$ cat src/rtl/lf_prefix_adder_pipe.sv
// Three-stage pipelined Ladner-Fischer adder with per-beat exact/approximate
// (lower-part-OR) mode, valid/ready flow control and saturating error statistics.
module lf_prefix_adder_pipe #(
    parameter int unsigned W  = 16,
    parameter int unsigned K  = 4,
    parameter int unsigned CW = 16
) (
    input  logic          clk,
    input  logic          rst,
    input  logic          in_valid,
    output logic          in_ready,
    input  logic [W-1:0]  in_a,
    input  logic [W-1:0]  in_b,
    input  logic          in_approx,
    output logic          out_valid,
    input  logic          out_ready,
    output logic [W:0]    out_sum,
    output logic          out_approx,
    output logic          out_err,
    input  logic          clr_cnt,
    output logic [CW-1:0] txn_cnt,
    output logic [CW-1:0] err_cnt
);

    localparam int unsigned LV  = $clog2(W);
    localparam int unsigned KM1 = (K > 0) ? K - 1 : 0;

    // Group generate of bits [i:0]. At level l every bit with bit l of its index
    // set merges with the top bit of the preceding aligned 2^l block, which is
    // never itself updated at that level, so in-place evaluation is safe.
    function automatic logic [W-1:0] lf_group(input logic [W-1:0] g_in,
                                              input logic [W-1:0] p_in);
        logic [W-1:0] gg;
        logic [W-1:0] pp;
        int unsigned  m;
        gg = g_in;
        pp = p_in;
        for (int unsigned l = 0; l < LV; l++) begin
            for (int unsigned i = 0; i < W; i++) begin
                if (((i >> l) & 1) == 1) begin
                    m     = ((i >> l) << l) - 1;
                    gg[i] = gg[i] | (pp[i] & gg[m]);
                    pp[i] = pp[i] & pp[m];
                end
            end
        end
        return gg;
    endfunction

    // Stage state
    logic         v1, v2;
    logic [W-1:0] a1, b1, g1, p1;
    logic         ap1;
    logic [W-1:0] p2, o2;
    logic [W:0]   cx2, ca2;
    logic         ap2;

    logic ld1, ld2, ld3;

    assign ld3      = !out_valid || out_ready;
    assign ld2      = !v2 || ld3;
    assign ld1      = !v1 || ld2;
    assign in_ready = ld1;

    // Carry computation feeding stage 2
    logic [W-1:0] gx, gm, pm, ga;
    logic         ck;
    logic [W:0]   cx_n, ca_n;

    always_comb begin
        ck = (K > 0) ? g1[KM1] : 1'b0;
        gx = lf_group(g1, p1);
        gm = '0;
        pm = '0;
        for (int unsigned i = 0; i < W; i++) begin
            if (i >= K) begin
                gm[i] = g1[i];
                pm[i] = p1[i];
            end
        end
        // Speculated carry-in folded into the lowest upper-part generate.
        gm[K] = g1[K] | (p1[K] & ck);
        ga    = lf_group(gm, pm);
        cx_n  = '0;
        ca_n  = '0;
        ca_n[K] = ck;
        for (int unsigned i = 0; i < W; i++) begin
            cx_n[i+1] = gx[i];
            if (i >= K) ca_n[i+1] = ga[i];
        end
    end

    // Sum selection feeding stage 3
    logic [W:0] ex_sum, apx_sum, sel_sum;

    always_comb begin
        ex_sum     = {cx2[W], p2 ^ cx2[W-1:0]};
        apx_sum    = '0;
        apx_sum[W] = ca2[W];
        for (int unsigned i = 0; i < W; i++) begin
            apx_sum[i] = (i < K) ? o2[i] : (p2[i] ^ ca2[i]);
        end
        sel_sum = ap2 ? apx_sum : ex_sum;
    end

    always_ff @(posedge clk or posedge rst) begin
        if (rst) begin
            v1  <= 1'b0;
            a1  <= '0;
            b1  <= '0;
            g1  <= '0;
            p1  <= '0;
            ap1 <= 1'b0;
        end else if (ld1) begin
            v1 <= in_valid;
            if (in_valid) begin
                a1  <= in_a;
                b1  <= in_b;
                g1  <= in_a & in_b;
                p1  <= in_a ^ in_b;
                ap1 <= in_approx;
            end
        end
    end

    always_ff @(posedge clk or posedge rst) begin
        if (rst) begin
            v2  <= 1'b0;
            p2  <= '0;
            o2  <= '0;
            cx2 <= '0;
            ca2 <= '0;
            ap2 <= 1'b0;
        end else if (ld2) begin
            v2 <= v1;
            if (v1) begin
                p2  <= p1;
                o2  <= a1 | b1;
                cx2 <= cx_n;
                ca2 <= ca_n;
                ap2 <= ap1;
            end
        end
    end

    always_ff @(posedge clk or posedge rst) begin
        if (rst) begin
            out_valid  <= 1'b0;
            out_sum    <= '0;
            out_approx <= 1'b0;
            out_err    <= 1'b0;
        end else if (ld3) begin
            out_valid <= v2;
            if (v2) begin
                out_sum    <= sel_sum;
                out_approx <= ap2;
                out_err    <= (sel_sum != ex_sum);
            end
        end
    end

    always_ff @(posedge clk or posedge rst) begin
        if (rst) begin
            txn_cnt <= '0;
            err_cnt <= '0;
        end else if (clr_cnt) begin
            txn_cnt <= '0;
            err_cnt <= '0;
        end else if (out_valid && out_ready) begin
            if (txn_cnt != '1) txn_cnt <= txn_cnt + CW'(1);
            if (out_err && err_cnt != '1) err_cnt <= err_cnt + CW'(1);
        end
    end

endmodule

$ cat config.mk
export PLATFORM = sky130hd
export DESIGN_NAME = lf_prefix_adder_pipe
export DESIGN_NICKNAME = d
export VERILOG_FILES = /design/src/rtl/lf_prefix_adder_pipe.sv
export SDC_FILE = /design/constraint.sdc
export NUM_CORES = 1
export LEC_CHECK = 0
export ABC_AREA = 1
export CAP_MARGIN = 20
export CORE_AREA = 4 4 180 95
export DETAILED_ROUTE_END_ITERATION = 10
export DIE_AREA = 0 0 184 99
export GPL_ROUTABILITY_DRIVEN = 1
export PLACE_DENSITY = 0.83
export SETUP_SLACK_MARGIN = 0.02
export SLEW_MARGIN = 10
export SYNTH_ARGS = -nofsm -noshare
export SYNTH_HDL_FRONTEND = slang
export SYNTH_SLANG_ARGS = --single-unit
$ cat constraint.sdc
create_clock -name clk -period 4.3 [get_ports clk]
set_input_delay 0.645 -clock clk [delete_from_list [all_inputs] [get_ports clk]]
set_output_delay 0.645 -clock clk [all_outputs]
set_load 0.02 [all_outputs]
==> metrics.log <==
[metrics] clock period minus final worst setup slack: 2910 ps
[metrics] placement-stage cell area: slightly below 9000 µm²
[metrics] Detailed Route Iter0 Violations: 751
[metrics] crit-path max FO: 28
[metrics] CTS Buffer Depth: 2
[metrics] chip height: just under 100 µm
[metrics] total wire length: just under 20 mm
[metrics] highest achievable clock rate: around 340 MHz
[metrics] Sum Neg Setup Slack: 0 ps
[metrics] Gate Count Post-Synth: approximately 1000
[metrics] placed insts: between 1000 and 1500
[metrics] Max Slew Vio Count: 0
[metrics] Cell Area, Synth: 7790 µm²
[metrics] Setup violations, final: 0
[metrics] clock sink count: around 150
[metrics] count of buffer and inverter cells on the critical path: 1
[metrics] number of input and output port buffers inserted: 90
[metrics] pin slew with the least headroom to its limit: between 1000 and 1500 ps
[metrics] detailed placer's ending HPWL: ~14 mm
[metrics] Hold Crit Class: reg2reg
[metrics] number of nets in the final layout: roughly 1100
[metrics] flip-flop and latch count after synthesis: 145
[metrics] cell family with most CP delay: flip-flops
[metrics] via count: 6981
[metrics] max_slew headroom: between 30 and 40%
[metrics] P&R area growth vs syn: 21.8%
[metrics] FP Rows: 32
[metrics] yosys warns: 0
[metrics] CP max stage cell: dfrtp_1
[metrics] wire length of the first global-routing pass: about 32 mm
[metrics] hold_ws: between 400 and 500 ps
[metrics] Critical Setup Path Class: reg2reg
[metrics] number of optimization iterations in the first detailed-route pass: 6
[metrics] sequential cell area fraction in the yosys report: 46.6%
[metrics] gr usage total: a little over a fifth
[metrics] clock edge transition at the registers on the reported setup and hold paths: around 70 ps
[metrics] Final Cycle Share: between 60% and 70%
[metrics] number of gates resized after CTS: 0
[metrics] Layout Skew: 9.62 ps
[metrics] required time reported for the critical path endpoint: 4630 ps
[metrics] worst path cell trace: inv_1, o21ai_0, o21ai_0, nand2_1, nor2_1, nand2_1, nor2_1, a21oi_1
[metrics] number of buffers added to fix hold violations after cts: 0
[metrics] highest cell delay on the worst timing path: 1020 ps
[metrics] Final ANT Viol Nets: 0
[metrics] count of different cell masters after synthesis: 35
[metrics] top-level I/O count: 91
[metrics] maximum ir drop on the vdd rail: around 0.38 mV
[metrics] number of hold violations in the final report: 0
[metrics] via/cell ratio: about 5.5
[metrics] sum of overflow across all layers after global routing: 0
[metrics] clock insertion delay at the later pin of the skew report: between 400 and 500 ps
[metrics] via count of the first global-routing pass: roughly 6700
[metrics] area inside the core boundary: between 15000 and 20000 µm²
[metrics] total non-filler cell area in the finished layout: roughly 9500 µm²
[metrics] top library cells by usage in the layout, fill and taps aside: nand2_1, dfrtp_1, inv_1, clkdlybuf4s50_1, o21ai_0
[metrics] number of buffers created by CTS: 17
[metrics] Post-CTS Setup Repair Bufs: 0
[metrics] max-capacitance violation count: 0
[metrics] Non-Filler Instances: about 1300
[metrics] number of nets produced by synthesis: slightly above 1000
[metrics] category of the worst setup path launch point: flip-flop
[metrics] power per cell area: 602 nW/µm²
[metrics] fraction of final layout cells with drive strength greater than 1: 9.59%
[metrics] largest net degree at the start of global routing: between 100 and 150
[metrics] GP Congestion: around 0.89
[metrics] residual DRC count: 0
[metrics] initial antenna violation count: 0
[metrics] Die Span X: about 180 µm
[metrics] register-to-register setup slack: around 1400 ps
[metrics] Arr. time, crit path: between 3000 and 4000 ps
[metrics] Finished Core Util: 62.0%
[metrics] Crit. End Element: flip-flop
[metrics] die area: between 15000 and 20000 µm²
[metrics] Avg Inst Size Synth: approximately 8 µm²
[metrics] leakage component of the power: 4.53 nW
[metrics] setup repair after global routing missed its margin: no
[metrics] CTS tree: yes
[metrics] result of the run: complete, no violations
[metrics] most common cell after layout, fill and taps aside: nand2_1
[metrics] number of diodes: 0
[metrics] root buffer selected by CTS: clkbuf_16
[metrics] Starting Density: between 50% and 60%
[metrics] CTS H-Tree Depth: 4
[metrics] routed wirelength normalized by instance count: 15.3 µm
-- state kept, by name, summed over array words and instances (netlist names), 4 cells and up --
register / count
b1: 4
a1: 4
g1: 16
err_cnt: 16
o2: 4
cx2: 16
out_sum: 17
txn_cnt: 16
p2: 16
p1: 16
ca2: 13
-- layout make-up --
class / count / area, µm²
repair buffers: 95 / 963
clock buffers: 18 / 439
fillers: 1253 / 5810
flip-flops and latches: 145 / 3630
inverters: 109 / 413
clock inverters: 14 / 189
multi-input cells: 693 / 3600
well taps: 204 / 255
-- synth_stat cells --
cell	n	area, µm²
inv_2	2	7.51
xnor2_1	1	8.76
a21oi_1	38	190
ha_1	18	225
or2_2	8	50.1
nor2_4	4	45.0
nand3_2	2	20.0
o21ai_1	3	15.0
o21bai_1	1	7.51
nor2_1	78	293
dfrtp_1	145	3630
nor2_2	1	6.26
nand2_2	2	12.5
o21ai_0	80	400
clkbuf_1	15	56.3
o211ai_1	5	37.5
o21ai_4	1	16.3
a31oi_1	6	37.5
buf_1	3	11.3
nor3_1	9	45.0
buf_2	11	55.1
inv_1	107	402
a21oi_2	1	8.76
nand2_4	1	11.3
a21o_1	2	15.0
xor2_1	12	105
mux2_2	31	349
nand3b_1	1	7.51
o31ai_1	8	60.1
nand4_1	26	163
buf_6	3	33.8
nand2_1	277	1040
nand3_1	66	330
o21ai_2	10	87.6
a31o_2	1	8.76
-- routing by layer --
metal | wire length, µm | part of all wire (%) | vias up | GRT usage [%]
met5 | 0 | 0 | - | 0
met2 | 9130 | 47 | 280 | 35.4
met3 | 1570 | 8.0 | 30 | 4.83
met1 | 8660 | 44 | 3308 | 30.0
li1 | - | - | 3363 | -
met4 | 248 | 1.3 | 0 | 5.17
-- power breakdown --
part / switching (W) / internal, W / leakage, nW
Combinational: 0.00125 / 0.000747 / 2.44
Sequential: 0.000378 / 0.00175 / 1.79
Clock: 0.000635 / 0.000951 / 0.308
Total: 0.00226 / 0.00344 / 4.53
-- cells by family after synthesis --
family,count (synthesis),share of synthesized area [%]
AND/OR/NAND/NOR,475,26.0
AO/OA/AOI/OAI,156,11.4
flip-flops,145,46.6
buffers and inverters,141,7.26
multiplexers,31,4.48
adder cells (fa/ha/maj),18,2.89
XOR/XNOR,13,1.46
-- worst reg2reg max path, delay by kind of cell, from the launching register on --
kind                   cells  cell delay [ps]
AO/OA/AOI/OAI              3              880
AND/OR/NAND/NOR            4              300
buffers and inverters      1              630
flip-flops                 1             1020
-- through the flow --
stage	setup WS, ps	total power [W]
final	1390	0.00571
after global routing	1240	0.00609
after CTS	1540	0.00570
after detailed placement	1530	0.00408
after global placement	1600	0.00396
after floorplan	1840	0.00339
-- path summary, 6_finish.rpt --
| kind | from | end | cells after the start |
|---|---|---|---|
| min in group asynchronous | rst | err_cnt[7]$_DFFE_PP0P_ | 2 |
| worst min-delay path | out_sum[9]$_DFFE_PP0P_ | out_sum[9]$_DFFE_PP0P_ | 2 |
| worst max-delay path | ap2$_DFFE_PP0P_ | out_err$_DFFE_PP0P_ | 8 |
| worst min register to register | out_sum[9]$_DFFE_PP0P_ | out_sum[9]$_DFFE_PP0P_ | 2 |
| worst max register to register | ap2$_DFFE_PP0P_ | out_err$_DFFE_PP0P_ | 8 |
| max in group asynchronous | rst | p2[12]$_DFFE_PP0P_ | 3 |
(Power assumes the default switching activity.)
==> variant, RTL diff (config.mk and constraints unchanged) <==
Make the reset (`rst`) synchronous in 4 clocked blocks.
--- a/src/rtl/lf_prefix_adder_pipe.sv
+++ b/src/rtl/lf_prefix_adder_pipe.sv
@@ -103,7 +103,7 @@
         sel_sum = ap2 ? apx_sum : ex_sum;
     end
 
-    always_ff @(posedge clk or posedge rst) begin
+    always_ff @(posedge clk) begin
         if (rst) begin
             v1  <= 1'b0;
             a1  <= '0;
@@ -123,7 +123,7 @@
         end
     end
 
-    always_ff @(posedge clk or posedge rst) begin
+    always_ff @(posedge clk) begin
         if (rst) begin
             v2  <= 1'b0;
             p2  <= '0;
@@ -143,7 +143,7 @@
         end
     end
 
-    always_ff @(posedge clk or posedge rst) begin
+    always_ff @(posedge clk) begin
         if (rst) begin
             out_valid  <= 1'b0;
             out_sum    <= '0;
@@ -159,7 +159,7 @@
         end
     end
 
-    always_ff @(posedge clk or posedge rst) begin
+    always_ff @(posedge clk) begin
         if (rst) begin
             txn_cnt <= '0;
             err_cnt <= '0;
Formal check against the unedited RTL: differs if rst is asserted again (counterexample within 4 cycles, from zero or initial values and one cycle with rst high); with rst held inactive, the same outputs for 4 cycles.
==> variant against the original RTL <==
Register-to-register slack better by 0.74 ns; setup slack better by 0.073 ns; synthesized area is 5.8% lower; count of clock-buffer cells in the layout is 1 higher; cell area is 5.5% lower; fmax is 2.6% higher; utilization is 3.4 points lower; sequential cell count stayed put; routed wire length is 2.8% lower; synthesized cell count is 14% higher.
Power is not compared: it rests on default switching activity, and its combinational part moved more than twofold at a synthesized area within 25%.
==> variant: results (changes against the original RTL) <==
- DRT iter0 DRCs: 630 (-16%)
- CP Launch Point: out_ready
- Pin count of the biggest net entering global routing: 64 (-45%)
- Slowest-stage cell, CP: clkdlybuf4s50_1
- Final Cycle Share: 65.9% (-1.7 points)
- Multiplexer area fraction after synthesis: 0% (-4.5 points)
- Worst hold slack: 0.467 ns (-0.0158 ns)
- Cells on worst reg2reg path: 5 (-3)
- Hold Crit Start: p2[1]
- Hold path endpoint: p2[1]
- RR Endpoint: b1[3]
- Syn Inst Count: 1,113 (+14%)
- Crit path DAT: 2.19 ns (-1.05 ns)
- Complex-gate fraction of the synthesized area: 16.6% (+5.3 points)
- Status: finished, final reports clean
- Worst r2r src: out_valid
- Adder-cell share of the synthesized area: 3.07% (+0.18 points)
- Drt pass-1 iters: 5 (-1)
- All-Layer GR Usage: 21.1% (-0.74 points)
- Layout cells sized above 1: 4.69% (-4.9 points)
- Vias per cell: 5.22 (-4.5%)
- Worst Setup EP: in_ready
- Most instantiated cells after synthesis: nand2_1 (268), nor2_1 (165), dfxtp_1 (145)
- Post-DP HPWL: 13,600 microns (-0.96%)
- Routed wl met2: 8270 microns (-9.5%)
- Global-route wire length before repair: 31,900 microns (-1.8%)
- Routed vias: 7,296 (+4.5%)
- Detailed-route wire length on metal 1: 9160 microns (+5.8%)
- Pre-CTS setup slack: 1.37 ns (-0.152 ns)
- Post-synth cell types: 34 (-2.9%)
- R2R Setup Slk: 2.13 ns (+0.74 ns)
- WL per Instance: 13.6 microns (-11%)
- Placed Cells: 1,368 (+9.8%)
- Post-synth top flop: dfxtp_1
- Max FO, Critical Path: 3 (-89%)
- Vias in the first global route: 6,760 (+0.85%)
- Met3 WL: 1370 microns (-13%)
- Top Family by Delay on Critical Path: buffers and inverters
- H-tree depth: 4 (unchanged)
- Met2 usage: 33.1% (-2.2 points)
- Dpl cell area: 8360 sq um (-5.6%)
- XOR/XNOR share of the synthesized area: 2.27% (+0.81 points)
- Biggest register: out_sum
- Worst Tran Pin Value: 0.937 ns (-0.107 ns)
- Fin nets: 1,239 (+11%)
- Area contributors post-synth: dfxtp_1 (40%), nand2_1 (14%), nor2_1 (8.4%)
- GR Layer Usage met1: 28.7% (-1.3 points)
- Register area share after synthesis: 39.6% (-7.0 points)
- GP Congestion: 0.870 (-2.3%)
## variant: cell count changes after synthesis, moves of 9 or more
cell	before	now
nor2_1	78	165
dfrtp_1	145	0
nand4_1	26	9
nand2_1	277	268
o21ai_2	10	0
a21oi_1	38	95
mux2_2	31	0
clkbuf_1	15	34
o21ai_0	80	114
dfxtp_1	0	145
## variant: cell type report
cell class / count / area (sq um)
fill: 1386 / 6330
multi-input combinational: 805 / 3800
sequential: 145 / 2900
timing repair buffer: 98 / 961
clock buffer: 19 / 453
inverter: 116 / 437
tap: 204 / 255
clock inverter: 12 / 148
## variant: worst min-delay path: stages, from the launching register on
cell	delay, ns
dfxtp_1	0.31
inv_1	0.06
a21oi_1	0.05
## variant: cells by family (layout without fill, tap and decap cells)
logic type                 after synthesis  count (layout)
and+or+nand+nor                        535             535
AOI/OAI and AO/OA                      233             233
buffers and inverters                  163             245
DFF                                    145             145
xor gates and xnor gates                19              19
adders and majority gates               18              18
